File: config.mk
export PLATFORM = sky130hd
export DESIGN_NAME = float_copro_issue_flat
export DESIGN_NICKNAME = d
export VERILOG_FILES = /design/src/rtl/float_copro_issue_if.sv /design/src/rtl/float_copro_issue.sv /design/src/flat_wrapper.sv
export SDC_FILE = /design/constraint.sdc
export NUM_CORES = 1
export LEC_CHECK = 0
export ABC_CLOCK_PERIOD_IN_PS = 3800
export CORE_MARGIN = 3
export CORE_UTILIZATION = 40
export CTS_BUF_LIST = sky130_fd_sc_hd__clkbuf_4
export CTS_CLUSTER_SIZE = 30
export DETAILED_ROUTE_END_ITERATION = 12
export HOLD_SLACK_MARGIN = 0.05
export RECOVER_POWER = 25
export SLEW_MARGIN = 40
export SYNTH_ARGS = -nofsm -noshare
export SYNTH_HDL_FRONTEND = slang
export SYNTH_SLANG_ARGS = --single-unit
File: constraint.sdc
create_clock -name clk -period 3.8 [get_ports clk]
set_input_delay 0.38 -clock clk [delete_from_list [all_inputs] [get_ports clk]]
set_output_delay 0.38 -clock clk [all_outputs]
set_load 0.02 [all_outputs]
File: src/rtl/float_copro_issue_if.sv
// Bundle of the CPU request/result handshakes and the coprocessor handshake
// around the float coprocessor issue stage.
interface float_copro_issue_if #(
    parameter int DEPTH = 4
);
    logic                    req_valid;
    logic                    req_ready;
    logic [10:0]             req_opcode;
    logic [31:0]             req_op0;
    logic [31:0]             req_op1;
    logic                    res_valid;
    logic                    res_ready;
    logic [31:0]             res_data;
    logic [1:0]              res_err;
    logic                    copro_valid;
    logic                    copro_accept;
    logic [10:0]             copro_opcode;
    logic [31:0]             copro_op0;
    logic [31:0]             copro_op1;
    logic                    copro_complete;
    logic [31:0]             copro_result;
    logic                    busy;
    logic [$clog2(DEPTH):0]  occupancy;

    modport master (
        output req_valid, req_opcode, req_op0, req_op1, res_ready,
               copro_complete, copro_result,
        input  req_ready, res_valid, res_data, res_err, copro_valid,
               copro_accept, copro_opcode, copro_op0, copro_op1, busy, occupancy
    );

    modport slave (
        input  req_valid, req_opcode, req_op0, req_op1, res_ready,
               copro_complete, copro_result,
        output req_ready, res_valid, res_data, res_err, copro_valid,
               copro_accept, copro_opcode, copro_op0, copro_op1, busy, occupancy
    );
endinterface

File: src/rtl/float_copro_issue.sv
// Issue/return stage for the float coprocessor: request FIFO, single-op
// handshake FSM with watchdog, and a one-entry result register.
module float_copro_issue #(
    parameter int DEPTH   = 4,
    parameter int TIMEOUT = 64
) (
    input  logic              clk,
    input  logic              reset,
    float_copro_issue_if.slave bus
);
    localparam int AW = $clog2(DEPTH);
    localparam int CW = AW + 1;
    localparam int TW = $clog2(TIMEOUT);
    localparam logic [TW-1:0] TIMER_MAX = TW'(TIMEOUT - 1);

    typedef enum logic [2:0] {
        ST_FLUSH  = 3'd0,
        ST_IDLE   = 3'd1,
        ST_ISSUE  = 3'd2,
        ST_WAIT   = 3'd3,
        ST_ACCEPT = 3'd4
    } state_t;

    logic [10:0]   fifo_opc_r [DEPTH];
    logic [31:0]   fifo_op0_r [DEPTH];
    logic [31:0]   fifo_op1_r [DEPTH];
    logic [AW-1:0] wr_ptr_r;
    logic [AW-1:0] rd_ptr_r;
    logic [CW-1:0] count_r;

    state_t        state_r;
    logic          copro_valid_r;
    logic          copro_accept_r;
    logic [10:0]   copro_opcode_r;
    logic [31:0]   copro_op0_r;
    logic [31:0]   copro_op1_r;
    logic [TW-1:0] timer_r;
    logic [31:0]   cap_data_r;
    logic [1:0]    cap_err_r;
    logic          res_valid_r;
    logic [31:0]   res_data_r;
    logic [1:0]    res_err_r;

    logic          full_s;
    logic          empty_s;
    logic          push_s;
    logic          pop_s;
    logic [10:0]   head_opc_s;

    assign full_s     = (count_r == CW'(DEPTH));
    assign empty_s    = (count_r == {CW{1'b0}});
    assign push_s     = bus.req_valid && !full_s;
    assign pop_s      = (state_r == ST_IDLE) && !empty_s && !res_valid_r;
    assign head_opc_s = fifo_opc_r[rd_ptr_r];

    // Request FIFO storage, pointers and entry count.
    always_ff @(posedge clk) begin
        if (reset) begin
            wr_ptr_r <= {AW{1'b0}};
            rd_ptr_r <= {AW{1'b0}};
            count_r  <= {CW{1'b0}};
        end else begin
            if (push_s) begin
                fifo_opc_r[wr_ptr_r] <= bus.req_opcode;
                fifo_op0_r[wr_ptr_r] <= bus.req_op0;
                fifo_op1_r[wr_ptr_r] <= bus.req_op1;
                wr_ptr_r             <= wr_ptr_r + AW'(1);
            end
            if (pop_s) begin
                rd_ptr_r <= rd_ptr_r + AW'(1);
            end
            case ({push_s, pop_s})
                2'b10:   count_r <= count_r + CW'(1);
                2'b01:   count_r <= count_r - CW'(1);
                default: count_r <= count_r;
            endcase
        end
    end

    // Handshake FSM, watchdog, capture and result register.
    always_ff @(posedge clk) begin
        if (reset) begin
            state_r        <= ST_FLUSH;
            copro_valid_r  <= 1'b0;
            copro_accept_r <= 1'b1;
            copro_opcode_r <= 11'd0;
            copro_op0_r    <= 32'd0;
            copro_op1_r    <= 32'd0;
            timer_r        <= {TW{1'b0}};
            cap_data_r     <= 32'd0;
            cap_err_r      <= 2'b00;
            res_valid_r    <= 1'b0;
            res_data_r     <= 32'd0;
            res_err_r      <= 2'b00;
        end else begin
            copro_valid_r  <= 1'b0;
            copro_accept_r <= 1'b0;
            if (res_valid_r && bus.res_ready) begin
                res_valid_r <= 1'b0;
            end
            case (state_r)
                ST_FLUSH: begin
                    state_r <= ST_IDLE;
                end
                ST_IDLE: begin
                    if (pop_s) begin
                        copro_opcode_r <= head_opc_s;
                        copro_op0_r    <= fifo_op0_r[rd_ptr_r];
                        copro_op1_r    <= fifo_op1_r[rd_ptr_r];
                        if (head_opc_s > 11'd3) begin
                            // Illegal opcode is answered locally; coprocessor untouched.
                            res_data_r  <= 32'd0;
                            res_err_r   <= 2'b01;
                            res_valid_r <= 1'b1;
                        end else begin
                            state_r       <= ST_ISSUE;
                            copro_valid_r <= 1'b1;
                        end
                    end
                end
                ST_ISSUE: begin
                    state_r <= ST_WAIT;
                    timer_r <= {TW{1'b0}};
                end
                ST_WAIT: begin
                    if (bus.copro_complete) begin
                        cap_data_r     <= bus.copro_result;
                        cap_err_r      <= 2'b00;
                        state_r        <= ST_ACCEPT;
                        copro_accept_r <= 1'b1;
                    end else if (timer_r == TIMER_MAX) begin
                        cap_data_r     <= 32'hFFC0_0000;
                        cap_err_r      <= 2'b10;
                        state_r        <= ST_ACCEPT;
                        copro_accept_r <= 1'b1;
                    end else begin
                        timer_r <= timer_r + TW'(1);
                    end
                end
                ST_ACCEPT: begin
                    res_data_r  <= cap_data_r;
                    res_err_r   <= cap_err_r;
                    res_valid_r <= 1'b1;
                    state_r     <= ST_IDLE;
                end
                default: begin
                    state_r        <= ST_FLUSH;
                    copro_accept_r <= 1'b1;
                end
            endcase
        end
    end

    assign bus.req_ready    = !full_s;
    assign bus.res_valid    = res_valid_r;
    assign bus.res_data     = res_data_r;
    assign bus.res_err      = res_err_r;
    assign bus.copro_valid  = copro_valid_r;
    assign bus.copro_accept = copro_accept_r;
    assign bus.copro_opcode = copro_opcode_r;
    assign bus.copro_op0    = copro_op0_r;
    assign bus.copro_op1    = copro_op1_r;
    assign bus.busy         = (state_r != ST_IDLE) || !empty_s;
    assign bus.occupancy    = count_r;
endmodule
File: src/flat_wrapper.sv
// flat-port wrapper written by rule: the top's interface ports become plain ports
module float_copro_issue_flat 
#(
    parameter int DEPTH   = 4,
    parameter int TIMEOUT = 64
)
  (clk, reset, bus_req_valid, bus_req_opcode, bus_req_op0, bus_req_op1, bus_res_ready, bus_copro_complete, bus_copro_result, bus_req_ready, bus_res_valid, bus_res_data, bus_res_err, bus_copro_valid, bus_copro_accept, bus_copro_opcode, bus_copro_op0, bus_copro_op1, bus_busy, bus_occupancy);
  float_copro_issue_if #(.DEPTH(DEPTH)) bus_i ();
  input  logic clk;
  input  logic reset;
  input wire logic [$bits(bus_i.req_valid)-1:0] bus_req_valid;
  input wire logic [$bits(bus_i.req_opcode)-1:0] bus_req_opcode;
  input wire logic [$bits(bus_i.req_op0)-1:0] bus_req_op0;
  input wire logic [$bits(bus_i.req_op1)-1:0] bus_req_op1;
  input wire logic [$bits(bus_i.res_ready)-1:0] bus_res_ready;
  input wire logic [$bits(bus_i.copro_complete)-1:0] bus_copro_complete;
  input wire logic [$bits(bus_i.copro_result)-1:0] bus_copro_result;
  output wire logic [$bits(bus_i.req_ready)-1:0] bus_req_ready;
  output wire logic [$bits(bus_i.res_valid)-1:0] bus_res_valid;
  output wire logic [$bits(bus_i.res_data)-1:0] bus_res_data;
  output wire logic [$bits(bus_i.res_err)-1:0] bus_res_err;
  output wire logic [$bits(bus_i.copro_valid)-1:0] bus_copro_valid;
  output wire logic [$bits(bus_i.copro_accept)-1:0] bus_copro_accept;
  output wire logic [$bits(bus_i.copro_opcode)-1:0] bus_copro_opcode;
  output wire logic [$bits(bus_i.copro_op0)-1:0] bus_copro_op0;
  output wire logic [$bits(bus_i.copro_op1)-1:0] bus_copro_op1;
  output wire logic [$bits(bus_i.busy)-1:0] bus_busy;
  output wire logic [$bits(bus_i.occupancy)-1:0] bus_occupancy;
  assign bus_i.req_valid = bus_req_valid;
  assign bus_i.req_opcode = bus_req_opcode;
  assign bus_i.req_op0 = bus_req_op0;
  assign bus_i.req_op1 = bus_req_op1;
  assign bus_i.res_ready = bus_res_ready;
  assign bus_i.copro_complete = bus_copro_complete;
  assign bus_i.copro_result = bus_copro_result;
  assign bus_req_ready = bus_i.req_ready;
  assign bus_res_valid = bus_i.res_valid;
  assign bus_res_data = bus_i.res_data;
  assign bus_res_err = bus_i.res_err;
  assign bus_copro_valid = bus_i.copro_valid;
  assign bus_copro_accept = bus_i.copro_accept;
  assign bus_copro_opcode = bus_i.copro_opcode;
  assign bus_copro_op0 = bus_i.copro_op0;
  assign bus_copro_op1 = bus_i.copro_op1;
  assign bus_busy = bus_i.busy;
  assign bus_occupancy = bus_i.occupancy;
  float_copro_issue #(.DEPTH(DEPTH), .TIMEOUT(TIMEOUT)) u_core (.clk(clk), .reset(reset), .bus(bus_i));
endmodule
==> results <==
- The synthesized netlist devotes 5.89% of its cell area to compound gates.
- The average detailed-routed wire length per instance is 19.3 um.
- The max-slew violation count was 0.
- The count of different cell masters after synthesis is 42.
- Setup repair after global routing left no endpoint under its margin.
- After detailed placement, the total cell area comes to 19400 um2.
- The dominant synthesized flop cell is edfxtp_1.
- The total wire length after detailed routing is 37900 um.
- The critical path class is flip-flop to output port.
- TritonCTS built the clock tree.
- Subtracting the final worst setup slack from the clock period gives 3150 ps.
- The class of the most critical hold timing path is input pin to flip-flop.
- The run finished with clean final reports.
- The final weighted congestion of routability-driven global placement is 0.729.
- The fraction of synthesized area in multiplexers is 10.4%.
- The maximum number of buffers from clock root to sink is 3.
- At the pin with the least slew margin, the transition time is 767 ps.
- The worst pin sits at a relative slew slack of 48.9%.
- The area enclosed by the die boundary is 43800 um2.
- Compared with the post-synthesis result, the final layout area differs by 27.1%.
- The area of the core region is 40300 um2.
- Cells with a size suffix above 1 make up 21.1% of the layout.
- The achievable frequency is 0.317 GHz.
- At the worst endpoint, the required time is 3420 ps.
- Entering global routing, the biggest net connects 80 pins.
- After Yosys synthesis, and, or, nand and nor cells account for 6.69% of the synthesized area.
- The cell with the largest stage delay on the worst path is clkdlybuf4s50_1.
- The main combinational cell family by area after synthesis is multiplexers.
- The share of synthesized registers carrying an async set or reset is 0%.
- On the critical path the largest part of the delay comes from simple AND/OR/NAND/NOR gates.
- The largest stage delay on the critical path is 590 ps.
- The total number of placement rows is 73.
- The count of maximum capacitance violations is 0.
- The signal on the critical path passes through or3b_2 -> or4_1 -> clkdlybuf4s50_1.
- The final design area excluding fillers is 21000 um2.
- STA puts the critical path data arrival time at 2770 ps.
- The total half-perimeter wirelength after legalization and detailed placement is 21900 um.
- The final layout contains 1453 nets.
- The iteration count of the initial detailed-routing pass is 5.
- Hold is met by 238 ps.
- The adder-cell area share of the yosys netlist is 0.575%.
- The overflow left after global routing is 0.
- Global routing used 17.2% of the available tracks.
- The library cell used most frequently in the layout, excluding fill and tap cells, is edfxtp_1.
- The detailed-route DRC error count is 0.
- Measured along the x axis, the die boundary spans 209 um.
- The critical path capture point type is an output port.
- The depth of the worst hold-timing path is 3.
- The element type at the critical path start is a flip-flop.
- The number of endpoints with negative hold slack in the final report is 0.
- The wire length of the first global-routing pass is 58800 um.
- The worst voltage drop across the vdd grid is 324 uV.
- Dividing the detail-routed via count by the number of cells gives 5.01.
- The CTS sink count is 463.
- After routing, the total negative slack on setup checks comes to 0 ps.
- For this design the ratio of total power to cell area is 620 nW/um2.
- The share of the yosys chip area belonging to registers is 74.2%.
- During synthesis, Yosys emitted a total of 0 warnings.
- The initial antenna violation count is 12.
- The worst register-to-register path has a depth of 5.
- In this run, synthesis inferred 300 flip-flops with an integrated enable.
- The endpoint identified for the worst register-to-register timing path is u_core.bus.res_data[15].
- For this run, the share of the core covered by cells in the final layout is 52.2%.
- Counting both buffers and inverters, the worst setup path holds a total of 1.
- Detailed routing inserted a total of 9823 vias.
- The root buffer cell chosen for the clock tree is clkbuf_4.
- After synthesis the netlist holds a flip-flop and latch count of 463.
- In the layout the commonest cells are edfxtp_1 (300), clkbuf_4 (188), clkdlybuf4s50_1 (167).
- The cell count after synthesis is 1031.
- The count of buffers added on input and output ports is 228.
- After clock tree synthesis, the clock-pin slew on the worst setup and hold paths is 60 ps.
- Setup slack on the worst reg-to-reg path comes out at 790 ps.
- The post-detailed-route count of antenna-violating nets is 0.
- The clock arrives with 46.7 ps of skew.
- The I/O pin count is 229.
- The source-to-sink clock delay at the later pin of the worst-skew pair is 800 ps.
- The via count of the first global-routing pass came to 10400.
- The total setup violations reported at the end of the flow is 0.
- The xor/xnor cell area share of the yosys netlist is 0.424%.
- The initial core utilization is 41.0%.
- TritonCTS created 117 clock buffers.
- The number of gates given a new drive strength after cts is 0.
- The critical hold path startpoint is bus_req_valid.
- Counting every net in the synthesized netlist gives 1150.
- The synthesized area per cell is 16.0 um2.
- The synthesized netlist occupies a cell area of 16500 um2.
- The die outline height is 209 um.
- In the finished design, the share of the clock period the worst path needs comes to 82.9%.
- The violation count after the first detailed-route iteration is 535.
- The H-tree was split into 3 levels.
- The worst min-delay path endpoint is u_core.wr_ptr_r[1].
- The worst-path maximum fanout is 10.
- Summed over all cells, the static leakage comes to 6.99 nW.
==> where the power goes <==
group / leakage [nW] / internal (mW) / switching (mW)
clock: 0.941 / 2.36 / 1.93
combinational: 2.00 / 1.24 / 1.39
sequential: 4.05 / 5.78 / 0.332
total: 6.99 / 9.38 / 3.65
==> final cells by class <==
| class | count | area (um2) |
|---|---|---|
| Sequential cell | 463 | 12300 |
| Clock buffer | 188 | 1410 |
| Antenna cell | 5 | 12.5 |
| Multi-Input combinational cell | 498 | 3980 |
| Fill cell | 3461 | 19300 |
| Timing Repair Buffer | 246 | 2480 |
| Clock inverter | 28 | 160 |
| Inverter | 8 | 31.3 |
| Tap cell | 525 | 657 |
==> tightest hold or removal path, delay by kind of cell <==
kind	cells	cell delay [ps]
compound gates	1	50
buf+inv	1	420
simple gates	1	90
==> flip-flops by register name (all words and copies together) (netlist names), named ones only <==
name,count
u_core.bus.copro_valid,1
u_core.bus.res_valid,1
u_core.bus.copro_op1,32
u_core.cap_err_r,1
u_core.rd_ptr_r,2
u_core.fifo_op0_r,128
u_core.bus.res_err,2
u_core.bus.copro_op0,32
u_core.timer_r,6
u_core.bus.occupancy,3
u_core.wr_ptr_r,2
u_core.bus.res_data,32
u_core.bus.copro_opcode,11
u_core.bus.copro_accept,1
u_core.cap_data_r,32
u_core.state_r,3
u_core.fifo_opc_r,44
u_core.fifo_op1_r,128
==> metrics by stage <==
| stage | cells | power, mW | setup WS, ps |
|---|---|---|---|
| after floorplan | 1031 | 7.79 | 398 |
| after global placement | 1739 | 8.91 | 830 |
| after detailed placement | 1739 | 8.93 | 782 |
| after CTS | 1956 | 13.3 | 518 |
| after global routing | 1959 | 13.8 | 492 |
| final | 1961 | 13.0 | 649 |
==> synth_stat cells (all sizes together), types with 2 or more instances <==
cell type,number,share of area (%)
dfxtp,163,20
clkbuf,49,1.1
buf,13,0.49
nor3b,11,0.50
nand2b,3,0.11
nor2,50,1.1
a211oi,3,0.14
ha,6,0.45
inv,8,0.18
nor3,12,0.36
nand3b,2,0.091
and2,6,0.23
edfxtp,300,54
xor2,3,0.16
a21oi,85,2.6
or4,2,0.11
a22o,33,1.8
nand2,156,3.5
xnor2,5,0.26
nand3,6,0.18
a22oi,22,1.0
or3,3,0.11
mux4,75,10
o31ai,2,0.091
o21ai,2,0.061
==> layer usage <==
metal | up-vias | share of wire (%) | track usage [%]
met4 | 12 | 1.2 | 5.24
met2 | 329 | 46 | 26.7
met5 | - | 0.16 | 0
met3 | 45 | 7.1 | 5.70
li1 | 4603 | - | -
met1 | 4834 | 45 | 23.1
==> cell families (layout without fill, tap and decap cells) <==
group,after synthesis,after routing
xor gates and xnor gates,8,8
adders and majority gates,7,7
AOI/OAI and AO/OA,151,151
DFF,463,463
and+or+nand+nor,256,256
buffers and inverters,70,470
muxes,76,76
other,0,5
==> worst max path at each step <==
stage / slack [ps] / depth (start not counted) / endpoint / start
after CTS: 520 / 3 / bus_busy / u_core.state_r[0]
after global routing: 490 / 3 / bus_busy / u_core.state_r[0]
after floorplan: 400 / 5 / u_core.fifo_op0_r[0][0] / u_core.bus.occupancy[0]
final: 650 / 3 / bus_busy / u_core.state_r[0]
after detailed placement: 780 / 5 / u_core.bus.res_data[19] / flip-flop
after global placement: 830 / 5 / u_core.bus.res_data[15] / flip-flop
==> repair_timing <==
item,4_1_cts,5_1_grt
setup buffers,0,0
endpoints found under the hold margin,41,0
hold buffers,1,0
No activity file was read; power rests on OpenSTA's default activity.
